[src/rtl/core_scheduler_pkg.sv]
// -----------------------------------------------------------------------------
// core_scheduler_pkg
// Shared definitions for the multi-core run-control block:
//   state_t      - scheduler FSM state encoding
//   ST_*         - broadcast run-state codes driven on o_status
//   EC_*         - broadcast termination codes driven on o_end_core
// -----------------------------------------------------------------------------
package core_scheduler_pkg;

  typedef enum logic [2:0] {
    IDLE   = 3'd0,
    ARM    = 3'd1,
    RUN    = 3'd2,
    FINISH = 3'd3,
    ABORT  = 3'd4
  } state_t;

  localparam logic [1:0] ST_IDLE   = 2'b00;
  localparam logic [1:0] ST_ARM    = 2'b01;
  localparam logic [1:0] ST_RUN    = 2'b10;
  localparam logic [1:0] ST_FINISH = 2'b11;

  localparam logic [1:0] EC_NONE  = 2'b00;
  localparam logic [1:0] EC_DONE  = 2'b01;
  localparam logic [1:0] EC_ABORT = 2'b10;

endpackage

[src/rtl/core_scheduler_run_watchdog.sv]
// -----------------------------------------------------------------------------
// run_watchdog
// Clear/enable cycle counter with a terminal-count flag. o_terminal is high on
// the enabled cycle that brings the count of enabled cycles to TIMEOUT_CYCLES.
// TIMEOUT_CYCLES = 0 disables the flag entirely.
// Ports:
//   i_clock, i_reset  clock, asynchronous active-high reset
//   i_clear           synchronous clear of the count
//   i_enable          count this cycle
//   o_terminal        this enabled cycle is the TIMEOUT_CYCLES-th one
// -----------------------------------------------------------------------------
module run_watchdog #(
  parameter int unsigned TIMEOUT_CYCLES = 65535
) (
  input  logic i_clock,
  input  logic i_reset,
  input  logic i_clear,
  input  logic i_enable,
  output logic o_terminal
);

  localparam bit          HAS_WD = (TIMEOUT_CYCLES != 0);
  localparam int unsigned W      = HAS_WD ? $clog2(TIMEOUT_CYCLES + 1) : 1;
  localparam logic [W-1:0] LAST  = HAS_WD ? W'(TIMEOUT_CYCLES - 1) : '0;

  // r_count holds the enabled cycles already completed, so the cycle that
  // would make it reach TIMEOUT_CYCLES is flagged directly. It stops at LAST
  // and therefore never wraps.
  logic [W-1:0] r_count;
  logic         w_at_last;

  assign w_at_last  = (r_count == LAST);
  assign o_terminal = HAS_WD && i_enable && w_at_last;

  always_ff @(posedge i_clock or posedge i_reset) begin
    if (i_reset) begin
      r_count <= '0;
    end else if (i_clear) begin
      r_count <= '0;
    end else if (i_enable && !w_at_last) begin
      r_count <= r_count + W'(1);
    end
  end

endmodule

[src/rtl/core_scheduler.sv]
// -----------------------------------------------------------------------------
// core_scheduler
// Run-control block for the multi-core array: broadcasts run state and
// termination code to every core, hands out constant core IDs, gathers the
// per-core end_process flags and reports completion or watchdog abort.
// Parameters:
//   N_CORES         cores served (1..16)
//   TIMEOUT_CYCLES  RUN-state watchdog limit in clocks, 0 disables it
// Ports:
//   i_clock, i_reset     clock, asynchronous active-high reset
//   i_start              launch request, honoured only in IDLE
//   i_core_en            participation mask, sampled on the accepted start
//   i_ack                host acknowledge, releases FINISH/ABORT
//   i_end_process        per-core completion flags
//   o_status             00 idle, 01 arm, 10 run, 11 finish
//   o_end_core           00 none, 01 all done, 10 aborted
//   o_core_id            flat bus, slice k carries k
//   o_busy/o_done/o_abort  ARM|RUN / FINISH / ABORT indicators
//   o_cycle_count        clocks spent in RUN for the last or current run
// Configuration:
//   CORE_SCHED_CYCLE_COUNT_EN  builds the saturating RUN-cycle counter;
//                              otherwise o_cycle_count is tied to zero.
// -----------------------------------------------------------------------------
module core_scheduler
  import core_scheduler_pkg::*;
#(
  parameter int unsigned N_CORES        = 4,
  parameter int unsigned TIMEOUT_CYCLES = 65535
) (
  input  logic                    i_clock,
  input  logic                    i_reset,
  input  logic                    i_start,
  input  logic [N_CORES-1:0]      i_core_en,
  input  logic                    i_ack,
  input  logic [N_CORES-1:0]      i_end_process,
  output logic [1:0]              o_status,
  output logic [1:0]              o_end_core,
  output logic [16*N_CORES-1:0]   o_core_id,
  output logic                    o_busy,
  output logic                    o_done,
  output logic                    o_abort,
  output logic [31:0]             o_cycle_count
);

  state_t             r_state;
  state_t             w_state_next;
  logic [N_CORES-1:0] r_en;
  logic [N_CORES-1:0] r_fin;
  logic               w_start_ok;
  logic               w_in_run;
  logic               w_complete;
  logic               w_wd_terminal;

  assign w_start_ok = (r_state == IDLE) && i_start;
  assign w_in_run   = (r_state == RUN);

  // A flag arriving this cycle counts toward completion, so the raw input is
  // merged with the sticky record; disabled cores are masked out.
  assign w_complete = (((r_fin | i_end_process) & r_en) == r_en);

  run_watchdog #(
    .TIMEOUT_CYCLES (TIMEOUT_CYCLES)
  ) u_run_watchdog (
    .i_clock    (i_clock),
    .i_reset    (i_reset),
    .i_clear    (!w_in_run),
    .i_enable   (w_in_run),
    .o_terminal (w_wd_terminal)
  );

  // NOTE: every signal assigned here gets a default first, so no path leaves
  // it unassigned and no latch is inferred.
  always_comb begin
    w_state_next = r_state;
    case (r_state)
      IDLE:   if (i_start) w_state_next = (i_core_en == '0) ? FINISH : ARM;
      ARM:    w_state_next = RUN;
      // Completion is checked first so it wins a tie with the watchdog.
      RUN:    if (w_complete)         w_state_next = FINISH;
              else if (w_wd_terminal) w_state_next = ABORT;
      FINISH: if (i_ack) w_state_next = IDLE;
      ABORT:  if (i_ack) w_state_next = IDLE;
      default: w_state_next = IDLE;
    endcase
  end

  // NOTE: sequential state uses non-blocking assignments so every flop
  // samples the pre-edge values regardless of block ordering.
  always_ff @(posedge i_clock or posedge i_reset) begin
    if (i_reset) begin
      r_state <= IDLE;
    end else begin
      r_state <= w_state_next;
    end
  end

  always_ff @(posedge i_clock or posedge i_reset) begin
    if (i_reset) begin
      r_en  <= '0;
      r_fin <= '0;
    end else if (w_start_ok) begin
      r_en  <= i_core_en;
      r_fin <= '0;
    end else if (w_in_run) begin
      r_fin <= r_fin | (i_end_process & r_en);
    end
  end

  // Outputs are pure decodes of the registered state.
  always_comb begin
    o_status   = ST_IDLE;
    o_end_core = EC_NONE;
    o_busy     = 1'b0;
    o_done     = 1'b0;
    o_abort    = 1'b0;
    case (r_state)
      ARM: begin
        o_status = ST_ARM;
        o_busy   = 1'b1;
      end
      RUN: begin
        o_status = ST_RUN;
        o_busy   = 1'b1;
      end
      FINISH: begin
        o_status   = ST_FINISH;
        o_end_core = EC_DONE;
        o_done     = 1'b1;
      end
      ABORT: begin
        o_status   = ST_FINISH;
        o_end_core = EC_ABORT;
        o_abort    = 1'b1;
      end
      default: ;
    endcase
  end

`ifdef CORE_SCHED_CYCLE_COUNT_EN
  logic [31:0] r_cycle_count;

  always_ff @(posedge i_clock or posedge i_reset) begin
    if (i_reset) begin
      r_cycle_count <= '0;
    end else if (w_start_ok) begin
      r_cycle_count <= '0;
    end else if (w_in_run && (r_cycle_count != 32'hFFFF_FFFF)) begin
      r_cycle_count <= r_cycle_count + 32'd1;
    end
  end

  assign o_cycle_count = r_cycle_count;
`else
  assign o_cycle_count = '0;
`endif

  // Constant IDs: pure wiring, unaffected by state or reset.
  for (genvar k = 0; k < N_CORES; k++) begin : g_core_id
    assign o_core_id[16*k +: 16] = 16'(k);
  end

endmodule
[config.mk]
export PLATFORM = sky130hd
export DESIGN_NAME = core_scheduler
export DESIGN_NICKNAME = d
export VERILOG_FILES = /design/src/rtl/core_scheduler_pkg.sv /design/src/rtl/core_scheduler_run_watchdog.sv /design/src/rtl/core_scheduler.sv
export SDC_FILE = /design/constraint.sdc
export NUM_CORES = 1
export LEC_CHECK = 0
export ABC_CLOCK_PERIOD_IN_PS = 2200
export BUFFER_PORTS_ARGS = -buffer_cell sky130_fd_sc_hd__buf_2
export CAP_MARGIN = 0
export CORE_MARGIN = 2
export CORE_UTILIZATION = 30
export DETAILED_ROUTE_END_ITERATION = 10
export SYNTH_ARGS = -nofsm -noshare
export SYNTH_HDL_FRONTEND = slang
export SYNTH_SLANG_ARGS = --single-unit
export TNS_END_PERCENT = 5
[constraint.sdc]
create_clock -name i_clock -period 2.2 [get_ports i_clock]
set_clock_uncertainty 0.1 [all_clocks]
set_input_delay 0.44 -clock i_clock [delete_from_list [all_inputs] [get_ports i_clock]]
set_output_delay 0.44 -clock i_clock [all_outputs]
set_load 0.1 [all_outputs]
==> impl_metrics.ini <==
[floorplan]
die_area_um2 = 8050
initial_utilization = 0.307
rows = 31
die_w_um = 89.7
die-height_um = 89.7
core-area_um2 = 7180
io_pins = 115

[sta]
fmax_mhz = 480
slew_violations = 0
setup_ws_ns = 0.118
setup-violations-final = 0
period_needed_ns = 2.08
fin_crit_sh = 0.946
finalHoldViolCount = 0
rsz0062_at_grt = no

[global_route]
grt_pass1_wl_um = 5660
globalRouteOverflowTotal = 0
grt_pass1_vias = 1210
grt_max_degree = 28
track_usage = 0.0846
antenna_found_initial = 0

[clock_tree]
cts.sinks = 27
cts_tree = yes
cts_setup_buffers = 0
htree_levels = 1
cts_buffers = 3
clk_path_buf_depth = 2
cts_root_buf = clkbuf_8
clk_pin_slew_worst_paths_ns = 0.09
clock_latency_ns = 0.28

[worst_setup_path]
rr_worst_depth = 7
critPathLaunchType = register
r2r_start = u_run_watchdog.r_count[0]$_DFFE_PP0P_
critPathCaptureType = output port
path_max_fanout = 9
rr_endpoint = u_run_watchdog.r_count[12]$_DFFE_PP0P_
setup.worst_path.end = o_end_core[0]
cp.arrival_ns = 1.54
critPathKind = register to output port
cp_data_required_time_ns = 1.66
r2r_setup_slack_ns = 0.25
startpoint = r_state[2]$_DFFE_PP0P_

[synth]
synth_edf_count = 0
synth_area_per_cell_um2 = 8.58
yosys_warnings = 0
ys_async_sr_fraction = 1.00
syn_inst = 257
ys_seq_area_frac = 0.306
synth_area_um2 = 2200
synth-seq-cells = 27
synth_cell_type_count = 37
synthFlopType = dfrtp_1

[finish]
nets = 291
drive_gt1_frac = 0.145
mostFrequentLayoutCells = 96 x conb_1, 27 x dfrtp_1, 20 x nor2_1
fin_cells = 375
diodes = 0
layout_commonest_cell = conb_1
synthToLayoutAreaGrowth_pct = -3.80

[placement]
dp_cells = 371
pre_cts_ws_ns = 0.282
place.gp.congestion = 0.755
hpwl_um = 2770
port_buffers = 18

[routing]
drtAntennaViolNets = 0
first_iter_violations = 98
drc = 0
num_vias = 1504
drt_wl_total_um = 3580
vias_per_cell = 4.01
drt-pass1-iter-count = 4
wl_per_cell_um = 9.54

[power_and_ir_drop]
p_leak_uw = 0.00108
power_density_nw_per_um2 = 1240
ir_drop_v = 0.000270

[hold_path]
hold_path.class = primary input to async pin

[flow_run]
drv_cap = 0

[status]
status = finished, final reports clean
## synth_stat cells (2+ instances only)
library cell	instances	area [um2]
or4_1	4	30.0
nand2_1	7	26.3
a21oi_1	14	70.1
mux2_2	4	45.0
a31oi_1	5	31.3
nand4_1	5	31.3
and3_1	3	18.8
ha_1	2	25.0
o31ai_1	3	22.5
nand2b_1	4	25.0
clkbuf_1	4	15.0
a22oi_1	2	15.0
xnor2_1	2	17.5
nor2_1	21	78.8
buf_4	98	736
mux2i_1	2	20.0
conb_1	2	7.51
or3_1	6	37.5
inv_1	6	22.5
nand3_1	8	40.0
o21ai_0	11	55.1
nor4_1	2	12.5
dfrtp_1	27	676
a21boi_0	2	15.0
## worst max-delay path, cell delays in order (launching register included)
cell and delay (ns):
dfrtp_1 0.50, nand2b_1 0.26, nor2_2 0.15, clkbuf_4 0.35
## power by group
part	internal [uW]	total, uW	switching (uW)
logic	259	1660	1400
registers	597	687	90.2
clock network	127	283	156
## cell type report
class	instances	area, um2
Tap cell	99	124
Clock inverter	1	5.00
Fill cell	778	5050
Inverter	6	22.5
Timing Repair Buffer	24	143
Multi-Input combinational cell	215	1110
Clock buffer	3	41.3
Sequential cell	27	676
## metal layers
layer | share of wire | wire, um | global-route usage
met4 | 0.012 | 42 | 0.0269
met2 | 0.48 | 1730 | 0.146
met1 | 0.42 | 1490 | 0.102
met5 | 0 | 0 | 0
met3 | 0.089 | 317 | 0.0243
## sequential cells by signal (all words and copies together), names as in the netlist
name / count
r_state: 3
r_fin: 4
u_run_watchdog.r_count: 16
r_en: 4
## worst min-delay path by stage
stage | slack [ns] | to | start | depth (start not counted)
global route | 0.14 | u_run_watchdog.r_count[5]$_DFFE_PP0P_ | i_reset | 3
global placement | 0.38 | r_fin[3]$_DFFE_PP0P_ | r_fin[3]$_DFFE_PP0P_ | 2
finish | 0.10 | u_run_watchdog.r_count[6]$_DFFE_PP0P_ | i_reset | 3
detailed placement | 0.39 | r_fin[1]$_DFFE_PP0P_ | r_fin[1]$_DFFE_PP0P_ | 2
CTS | 0.12 | u_run_watchdog.r_count[6]$_DFFE_PP0P_ | i_reset | 3
floorplan | 0.36 | r_fin[3]$_DFFE_PP0P_ | r_fin[3]$_DFFE_PP0P_ | 2
## logic make-up (layout without fill, tap and decap cells)
kind of cell | count (synthesis) | after routing | share of synthesized area
xor gates and xnor gates | 2 | 2 | 0.00795
muxes | 6 | 6 | 0.0295
buffers and inverters | 109 | 34 | 0.353
and+or+nand+nor | 67 | 67 | 0.177
other | 2 | 96 | 0.00341
adders and majority gates | 2 | 2 | 0.0113
AOI/OAI and AO/OA | 42 | 42 | 0.112
DFF | 27 | 27 | 0.306
## per-stage QoR
stage | utilization | setup TNS (ns) | total power, uW | hold WS (ns) | instance area, um2
floorplan | - | -0.597 | 2300 | 0.363 | 2560
global placement | 0.288 | 0 | 2340 | 0.378 | 2070
detailed placement | 0.288 | 0 | 2350 | 0.386 | 2070
CTS | 0.295 | 0 | 2640 | 0.121 | 2110
global route | 0.296 | 0 | 2770 | 0.140 | 2120
finish | 0.296 | 0 | 2630 | 0.104 | 2120
## repair_timing
item	CTS	global route
hold buffers	0	0
resized for setup	0	3
hold endpoints to repair	0	0
endpoints found under the setup margin	0	3
Note: power is estimated with default switching activity, not from simulation.
